$ cat config.mk
export PLATFORM = sky130hd
export DESIGN_NAME = iq_integrate_dump
export DESIGN_NICKNAME = d
export VERILOG_FILES = /design/src/rtl/pkg_sv_sdr_types.sv /design/src/rtl/iq_shift_sat.sv /design/src/rtl/iq_integrate_dump.sv
export SDC_FILE = /design/constraint.sdc
export NUM_CORES = 1
export LEC_CHECK = 0
export ABC_CLOCK_PERIOD_IN_PS = 4000
export BUFFER_PORTS_ARGS = -buffer_cell sky130_fd_sc_hd__buf_2
export CORE_MARGIN = 4
export CORE_UTILIZATION = 35
export CTS_BUF_LIST = sky130_fd_sc_hd__clkbuf_8
export DETAILED_ROUTE_END_ITERATION = 8
export SLEW_MARGIN = 10
export SYNTH_ARGS = -nofsm -noshare
export SYNTH_HDL_FRONTEND = slang
export SYNTH_SLANG_ARGS = --single-unit
$ cat constraint.sdc
create_clock -name iclk -period 4 [get_ports iclk]
set_clock_uncertainty 0.05 [all_clocks]
set_input_delay 0.4 -clock iclk [delete_from_list [all_inputs] [get_ports iclk]]
set_output_delay 0.4 -clock iclk [all_outputs]
set_load 0.05 [all_outputs]
$ cat src/rtl/pkg_sv_sdr_types.sv
// pkg_sv_sdr_types: shared SDR datapath types (I/Q fixed-point pair, integrate-and-dump state).
`default_nettype none

package pkg_sv_sdr_types;

  localparam int IQ_FIX_W = 16;

  typedef struct packed {
    logic signed [IQ_FIX_W-1:0] i;
    logic signed [IQ_FIX_W-1:0] q;
  } t_iq_fix;

  typedef enum logic [0:0] {
    ACCUM = 1'b0,
    FULL  = 1'b1
  } t_iqd_state;

endpackage

`default_nettype wire

$ cat src/rtl/iq_shift_sat.sv
// iq_shift_sat: arithmetic right shift and saturation of one signed component.
// Define IQ_DUMP_ROUND_EN to add round-half-up ahead of the shift.
`default_nettype none

module iq_shift_sat #(
  parameter int IN_W  = 22,
  parameter int OUT_W = 16,
  parameter int SH_W  = 5
) (
  input  logic signed [IN_W-1:0]  din,
  input  logic        [SH_W-1:0]  shift,
  output logic signed [OUT_W-1:0] dout,
  output logic                    sat
);

`ifdef IQ_DUMP_ROUND_EN
  // One guard bit so the rounding bias can never wrap the sum.
  localparam int EW = IN_W + 1;
  logic signed [EW-1:0] bias;
  logic signed [EW-1:0] ext;

  always_comb begin
    bias = '0;
    if (shift != '0) bias = EW'(1) << (shift - SH_W'(1));
    ext = {din[IN_W-1], din} + bias;
  end
`else
  localparam int EW = IN_W;
  logic signed [EW-1:0] ext;

  assign ext = din;
`endif

  localparam logic signed [EW-1:0] MAX_V = EW'((longint'(1) << (OUT_W-1)) - 1);
  localparam logic signed [EW-1:0] MIN_V = ~MAX_V;

  logic signed [EW-1:0] shifted;

  always_comb begin
    shifted = ext >>> shift;
`ifdef IQ_DUMP_ROUND_EN
    // Beyond IN_W the bias alone exceeds any sum, so the rounded result is exactly zero.
    if (32'(shift) > 32'(IN_W)) shifted = '0;
`endif
    sat  = 1'b0;
    dout = shifted[OUT_W-1:0];
    if (shifted > MAX_V) begin
      dout = MAX_V[OUT_W-1:0];
      sat  = 1'b1;
    end else if (shifted < MIN_V) begin
      dout = MIN_V[OUT_W-1:0];
      sat  = 1'b1;
    end
  end

endmodule

`default_nettype wire

$ cat src/rtl/iq_integrate_dump.sv
// iq_integrate_dump: integrate-and-dump I/Q decimator with valid/ready flow control.
// Optional feature macro: IQ_DUMP_ROUND_EN (round half up before scaling; default truncates).
`default_nettype none

module iq_integrate_dump
  import pkg_sv_sdr_types::*;
#(
  parameter int IQ_W  = 16,
  parameter int N_MAX = 64,
  parameter int ACC_W = IQ_W + $clog2(N_MAX)
) (
  input  logic                         iclk,
  input  logic                         irst_n,
  input  logic [$clog2(N_MAX+1)-1:0]   iratio,
  input  logic [$clog2(ACC_W)-1:0]     ishift,
  input  logic                         i_valid,
  output logic                         o_ready_in,
  input  logic signed [IQ_W-1:0]       i_i,
  input  logic signed [IQ_W-1:0]       i_q,
  output logic                         o_valid,
  input  logic                         i_ready_out,
  output logic signed [IQ_W-1:0]       o_i,
  output logic signed [IQ_W-1:0]       o_q,
  output logic                         o_sat
);

  localparam int RW = $clog2(N_MAX+1);
  localparam int SW = $clog2(ACC_W);

  logic signed [ACC_W-1:0] acc_i;
  logic signed [ACC_W-1:0] acc_q;
  logic signed [ACC_W-1:0] sum_i;
  logic signed [ACC_W-1:0] sum_q;
  logic        [RW-1:0]    cnt;
  logic        [RW-1:0]    ratio_lat;
  logic        [RW-1:0]    ratio_eff;
  logic        [RW-1:0]    ratio_cur;
  t_iqd_state              state;
  logic                    last;
  logic                    stall;
  logic                    in_xfer;
  logic                    load;
  logic signed [IQ_W-1:0]  sc_i;
  logic signed [IQ_W-1:0]  sc_q;
  logic                    sat_i;
  logic                    sat_q;
  logic                    unused_full;

  always_comb begin
    if (iratio == '0)
      ratio_eff = RW'(1);
    else if (32'(iratio) > 32'(N_MAX))
      ratio_eff = RW'(N_MAX);
    else
      ratio_eff = iratio;
  end

  // At the start of a run the ratio that will be latched is the live one.
  assign ratio_cur = (cnt == '0) ? ratio_eff : ratio_lat;
  assign last      = (cnt == ratio_cur - RW'(1));
  assign stall     = last && o_valid && !i_ready_out;
  assign o_ready_in = !stall;
  assign in_xfer   = i_valid && !stall;
  assign load      = in_xfer && last;

  assign sum_i = acc_i + {{(ACC_W-IQ_W){i_i[IQ_W-1]}}, i_i};
  assign sum_q = acc_q + {{(ACC_W-IQ_W){i_q[IQ_W-1]}}, i_q};

  iq_shift_sat #(
    .IN_W  (ACC_W),
    .OUT_W (IQ_W),
    .SH_W  (SW)
  ) u_sat_i (
    .din   (sum_i),
    .shift (ishift),
    .dout  (sc_i),
    .sat   (sat_i)
  );

  iq_shift_sat #(
    .IN_W  (ACC_W),
    .OUT_W (IQ_W),
    .SH_W  (SW)
  ) u_sat_q (
    .din   (sum_q),
    .shift (ishift),
    .dout  (sc_q),
    .sat   (sat_q)
  );

  always_ff @(posedge iclk or negedge irst_n) begin
    if (!irst_n) begin
      state     <= ACCUM;
      acc_i     <= '0;
      acc_q     <= '0;
      cnt       <= '0;
      ratio_lat <= RW'(1);
      o_valid   <= 1'b0;
      o_i       <= '0;
      o_q       <= '0;
      o_sat     <= 1'b0;
    end else begin
      state <= (i_valid && stall) ? FULL : ACCUM;

      if (in_xfer) begin
        if (cnt == '0) ratio_lat <= ratio_eff;
        if (last) begin
          acc_i <= '0;
          acc_q <= '0;
          cnt   <= '0;
        end else begin
          acc_i <= sum_i;
          acc_q <= sum_q;
          cnt   <= cnt + RW'(1);
        end
      end

      // A load in the same cycle as a drain simply replaces the old sample.
      if (load) begin
        o_valid <= 1'b1;
        o_i     <= sc_i;
        o_q     <= sc_q;
        o_sat   <= sat_i | sat_q;
      end else if (i_ready_out) begin
        o_valid <= 1'b0;
      end
    end
  end

  assign unused_full = (state == FULL);

endmodule

`default_nettype wire

==> run_results.csv, run 1 <==
group,metric,value,unit
floorplan,pin_count,83,
global_route,grt_max_degree,48,
setup_path,path_class,"reg2reg",
timing,setup_viol,0,
clock_network,clock-sinks,92,
floorplan,die_y,169.7,microns
timing,fin_tns_setup,0,ps
logic_synthesis,synth_top_area_share,24.89,%
final_layout,regArea,2303,sq um
clock_network,cts-buffers-inserted,9,
final_layout,diodes,0,
logic_synthesis,seq_area_frac_synth,25.17,%
pwr,powerDensity,915.4,nW/um^2
final_layout,fin_nets,1379,
detailed_routing,initialDrtViolationCount,1085,
logic_synthesis,synthDistinctLibCells,82,
pwr,ir_drop,0.3411,mV
setup_path,cp_max_fo,7,
setup_path,cp.arrival,4070,ps
final_layout,layout_common_cells,"nand2_1 (127), nor2_1 (123), buf_4 (104), a21oi_1 (101), dfrtp_1 (91)",
logic_synthesis,synth_cells,1161,
global_route,grt_pass1_wl,49.99,mm
floorplan,die_w,169.7,microns
worst_hold_path,hp-class,"in2reg",
global_route,grt_pass1_vias,9241,
clock_network,cts-root-buf,"clkbuf_8",
final_layout,layout_commonest_cell,"nand2_1",
place,dpl_worst_slack,-9.421,ps
flow_run,maxCapViolCount,0,
global_route,antenna_found_initial,0,
detailed_routing,firstDrtPassIters,6,
logic_synthesis,syn_avg_cell_area,7.881,sq um
logic_synthesis,synth_largest_area_cell,"dfrtp_1",
global_route,grt.overflow.total,0,
timing,finalCriticalPeriod,3838,ps
floorplan,num_rows,58,
global_route,grt_use_met2,34.42,%
setup_path,worstSetupEndpointType,"flip-flop",
place,dp_hpwl,23.36,mm
global_route,grt_use_met3,2.842,%
final_layout,syn_to_final_growth,18.62,%
global_route,use_met1,29.49,%
logic_synthesis,synthArstFlopShare,100.0,%
logic_synthesis,ys_ff_latch,92,
timing,min_period_over_period,95.96,%
setup_path,critPathLaunchType,"flip-flop",
timing,max_clock_freq,260.5,MHz
final_layout,final_layout_size_suffix_gt1_share,22.03,%
detailed_routing,ant_nets,0,
logic_synthesis,yosysWarnings,0,
final_layout,multi_input_area,6569,sq um
logic_synthesis,synth_edf_count,0,
status,status,"finished, final reports clean",
final_layout,final_cell_count_no_fill,1619,
clock_network,cts.clk_slew.worst_paths,130,ps
detailed_routing,routed_via_density,5.925,
logic_synthesis,syn_area,9150,sq um
place,placed_cells,1592,
clock_network,cts_tree,"built",
timing,tightest_slew,758.9,ps
detailed_routing,vias,9593,
logic_synthesis,ys_top_cells_by_area,"dfrtp_1 (25%), ha_1 (6.2%), a21oi_1 (5.7%)",
detailed_routing,drt-total-wl,31.39,mm
timing,finalHoldViolations,0,
final_layout,fill_cells,2586,
place,port_buffers,82,
logic_synthesis,synth_ff_type,"dfrtp_1",
global_route,grt_usage,21.20,%
floorplan,design.core.area,25470,sq um
clock_network,clk_latency,420,ps
clock_network,htree_levels,3,
detailed_routing,drt-wirelength-per-cell,19.39,microns
place,gp_congestion,0.9562,
pwr,p_leak,4.818,nW
detailed_routing,drc_errors,0,
floorplan,die_area,28790,sq um
pwr,p_total,0.009936,W
floorplan,initial_core_util,35.92,%
global_route,top_usage_layer,"met2",
logic_synthesis,synth_nets,1256,
timing,drv_slew,0,
setup_path,required,4230,ps
timing,finalWorstSetupSlack,161.8,ps
timing,slew_headroom,49.22,%
clock_network,ctsLongestPathBuffers,2,
==> path summary, 6_finish.rpt <==
path	from	endpoint	slack, ps	depth (start not counted)
setup reg to reg	acc_q[0]$_DFFE_PN0P_	o_q[8]$_DFFE_PN0P_	160	17
max in group asynchronous	irst_n	o_i[10]$_DFFE_PN0P_	2660	3
hold reg to reg	acc_q[12]$_DFFE_PN0P_	acc_q[12]$_DFFE_PN0P_	460	2
hold / removal	i_q[0]	acc_q[0]$_DFFE_PN0P_	310	3
min in group asynchronous	irst_n	acc_q[10]$_DFFE_PN0P_	390	2
setup / recovery	acc_q[0]$_DFFE_PN0P_	o_q[8]$_DFFE_PN0P_	160	17
==> sequential cells by signal, summed over array words and instances (netlist names) <==
register   cells
acc_i         22
o_valid        1
o_i           16
cnt            7
o_q           16
ratio_lat      7
o_sat          1
acc_q         22
==> where the power goes <==
part | switching (W) | internal (W)
clock | 0.000445 | 0.000250
sequential | 0.000267 | 0.00133
combinational | 0.00457 | 0.00308
total | 0.00528 | 0.00466
==> cell usage after synthesis, drive strengths merged, types with 4 or more instances <==
master,number
nand2,127
a22o,31
o21a,8
a21boi,6
a211oi,37
a22oi,7
a221oi,6
a32oi,4
a31oi,9
clkbuf,51
o2111ai,5
o31a,5
a221o,4
o21ai,90
xor2,14
inv,26
mux2,15
nand4,16
dfrtp,91
nand3,19
a21o,14
a211o,5
mux4,8
a21oi,106
buf,27
nor2b,9
or2,9
xnor2,33
nor2,124
o22ai,15
o211ai,20
nand2b,13
nor4,9
mux2i,40
nor3,27
and2,12
o211a,8
ha,45
and3,6
==> cells by family (layout without fill, tap and decap cells) <==
group           after synthesis  in the layout  share of synthesized area [%]
flops                        92             92                          25.17
xor+xnor                     47             47                          4.499
buf+inv                     104            232                          4.800
fa+ha+maj                    47             47                          6.591
simple gates                384            384                          19.38
compound gates              424            424                          31.37
mux                          63             63                          8.191
==> stage by stage <==
step / utilization (%) / cell area, sq um / hold slack, ps
2_1_floorplan: - / 9150 / 54.41
3_3_place_gp: 40.84 / 10400 / 322.3
3_5_place_dp: 40.84 / 10400 / 325.1
4_1_cts: 41.67 / 10610 / 309.9
5_1_grt: 42.61 / 10850 / 335.2
6_report: 42.61 / 10850 / 312.9
==> final cells by class <==
type	instances	area share, %
clock inverter	7	0.7147
inverter	26	0.8991
tap	330	3.804
sequential	92	21.22
timing repair buffer	190	11.70
multi-input combinational	965	60.52
clock buffer	9	1.141
==> what timing repair did <==
| item | CTS | global route |
|---|---|---|
| buffers inserted | 0 | 9 |
| pin swaps | 0 | 15 |
| gates cloned | 0 | 1 |
| setup endpoints to repair | 1 | 39 |
| hold buffers | 1 | 0 |
| resized for setup | 1 | 39 |
| hold endpoints to repair | 27 | 0 |
==> worst max-delay path: stages, from the launching register on <==
cell and delay [ps]:
dfrtp_1 380, ha_1 180, inv_1 60, fa_1 390, nand2b_1 190, a21oi_2 190
buf_4 150, o2111ai_2 170, and2_4 210, o221a_2 300, buf_4 160, a221oi_1 530
nor2_1 80, nand4_1 130, a32oi_2 110, buf_4 180, o21ai_0 130, a21oi_1 110
==> routing by layer <==
layer | up-vias | wire, microns | part of all wire, %
li1 | 4601 | - | -
met1 | 4560 | 14080 | 45
met2 | 378 | 14540 | 46
met3 | 54 | 1941 | 6.2
met4 | 0 | 830 | 2.6
met5 | - | 0 | 0
(Power assumes the default switching activity.)
==> inputs of run 2 (changes only) <==
Settings changed: CELL_PAD_IN_SITES_DETAIL_PLACEMENT set to 1, CELL_PAD_IN_SITES_GLOBAL_PLACEMENT set to 1, CTS_CLUSTER_DIAMETER set to 40, PLACE_DENSITY_LB_ADDON set to 0.1.
==> run 2 against run 1 <==
  * Die area did not move
  * Total power increased by 1.4%
  * Cell area fell by 0.22%
  * First-iteration DRC count is 35% lower
  * Sequential power hardly changed
  * Via count is 0.38% lower
  * Clock power fell by 3%
==> run_results.csv, run 2 (synthesis results as in run 1) <==
group,metric,value,unit
status,status,"finished, final reports clean",
detailed_routing,initialDrtViolationCount,700,
global_route,grt.overflow.total,0,
setup_path,critPathLaunch,"acc_i[1]$_DFFE_PN0P_",
setup_path,cp_slowest_cell,"o31ai_1",
detailed_routing,vias,9557,
floorplan,pin_count,83,
final_layout,layout_common_cells,"nand2_1 (127), nor2_1 (123), a21oi_1 (103), buf_4 (100), dfrtp_1 (91)",
timing,slew_headroom,43.00,%
setup_path,cp.arrival,4100,ps
floorplan,die_w,169.7,microns
setup_path,crit_path_end,"o_i[6]$_DFFE_PN0P_",
setup_path,path_class,"reg2reg",
final_layout,syn_to_final_growth,18.36,%
flow_run,maxCapViolCount,0,
detailed_routing,routed_via_density,5.910,
setup_path,required,4250,ps
floorplan,initial_core_util,35.92,%
pwr,powerDensity,930.6,nW/um^2
detailed_routing,drt-total-wl,34.17,mm
setup_path,rrSetupSlack,150,ps
setup_path,cp_cell_sequence,"ha_1 > a211oi_1 > o21ai_0 > a21boi_0 > buf_4 > a211oi_1 > or2_2 > o31ai_1 > nor4bb_4 > o21a_1 > buf_4 > nor3b_4 > buf_12 > a211oi_1",
floorplan,num_rows,58,
clock_network,cts-root-buf,"clkbuf_8",
global_route,antenna_found_initial,2,
clock_network,htree_levels,3,
final_layout,fill_cells,3125,
setup_path,r2r.worst_path.cells,14,
clock_network,clk_latency,390,ps
place,gp_congestion,0.9097,
setup_path,crit_top_cell,"a211oi_1",
final_layout,reg.largest.list,"acc_i (22), acc_q (22)",
timing,finalHoldViolations,0,
place,port_buffers,82,
place,dp_hpwl,26.47,mm
clock_network,cts-buffers-inserted,9,
global_route,grt_pass1_vias,9847,
setup_path,critPathLaunchType,"flip-flop",
setup_path,rr_startpoint,"acc_i[1]$_DFFE_PN0P_",
timing,min_period_over_period,96.23,%
final_layout,final_layout_size_suffix_gt1_share,21.25,%
setup_path,cp_max_fo,9,
timing,setup_viol,0,
floorplan,die_area,28790,sq um
pwr,p_leak,4.800,nW
detailed_routing,firstDrtPassIters,5,
floorplan,die_y,169.7,microns
global_route,grt_pass1_wl,54.70,mm
clock_network,ctsLongestPathBuffers,2,
clock_network,cts.clk_slew.worst_paths,110,ps
setup_path,critPathMaxStageDelay,430,ps
global_route,grt_max_degree,62,
clock_network,hold_buffers,0,
detailed_routing,drc_errors,0,
final_layout,fin_nets,1375,
pwr,ir_drop,0.4659,mV
detailed_routing,ant_nets,0,
timing,max_clock_freq,259.8,MHz
timing,finalCriticalPeriod,3849,ps
setup_path,worstSetupEndpointType,"flip-flop",
final_layout,fin_util,42.52,%
floorplan,design.core.area,25470,sq um
worst_hold_path,hp-class,"in2async",
final_layout,layout_commonest_cell,"nand2_1",
setup_path,r2r_end,"o_i[6]$_DFFE_PN0P_",
timing,drv_slew,0,
global_route,grt_usage,23.31,%
timing,fin_tns_setup,0,ps
clock_network,cts_tree,"built",
clock_network,clock-sinks,92,
detailed_routing,drt-wirelength-per-cell,21.13,microns
timing,tightest_slew,855.0,ps
run 2: how the worst min path moves through the flow:
stage / endpoint / depth (start not counted) / slack (ps)
global route: acc_q[13]$_DFFE_PN0P_ / 1 / 120
floorplan: acc_i[0]$_DFFE_PN0P_ / 0 / 50
detailed placement: acc_i[9]$_DFFE_PN0P_ / 2 / 430
global placement: acc_i[10]$_DFFE_PN0P_ / 2 / 420
finish: acc_q[13]$_DFFE_PN0P_ / 1 / 50
CTS: acc_q[13]$_DFFE_PN0P_ / 1 / 70
run 2: worst max-delay path: cells and delay by family (launching register included):
kind	cells	cell delay, ps
compound gates	7	1790
simple gates	3	750
buf+inv	3	440
flops	1	410
fa+ha+maj	1	300
run 2: metal layers:
layer | track usage [%] | up-vias | share of wire, %
met5 | 0 | - | 0
li1 | - | 4600 | -
met3 | 2.003 | 43 | 2.8
met2 | 39.93 | 171 | 49
met4 | 5.285 | 0 | 1.7
met1 | 32.02 | 4743 | 47
run 2: power breakdown:
part | internal, W | leakage, nW | switching, W | total, W
Sequential | 0.00133 | 1.14 | 0.000266 | 0.00160
Clock | 0.000287 | 0.0927 | 0.000387 | 0.000675
Combinational | 0.00305 | 3.57 | 0.00475 | 0.00781
run 2: stage by stage:
stage          cells  cell area [sq um]  power (W)  worst slack (ps)  hold WS, ps
2_1_floorplan   1161               9150   0.006541             265.3        54.41
3_3_place_gp    1596              10430   0.009120            -161.2        419.3
3_5_place_dp    1596              10430   0.009202            -181.9        434.9
4_1_cts         1612              10630   0.009940             6.963        74.19
5_1_grt         1617              10830    0.01090            -23.90        118.6
6_report        1617              10830    0.01008             150.8        49.61
run 2: layout make-up:
| cell class | count | area [sq um] | area share (%) |
|---|---|---|---|
| Antenna cell | 2 | 5.005 | 0.04621 |
| Clock buffer | 9 | 123.9 | 1.144 |
| Clock inverter | 7 | 70.07 | 0.6469 |
| Inverter | 26 | 97.59 | 0.9011 |
| Multi-Input combinational cell | 965 | 6561 | 60.58 |
| Sequential cell | 92 | 2303 | 21.27 |
| Tap cell | 330 | 412.9 | 3.812 |
| Timing Repair Buffer | 186 | 1256 | 11.60 |
run 2: what timing repair did:
action	CTS	global route
gates cloned	0	0
pin swaps	0	9
endpoints found under the setup margin	1	49
resized for setup	1	31
buffers inserted	0	3
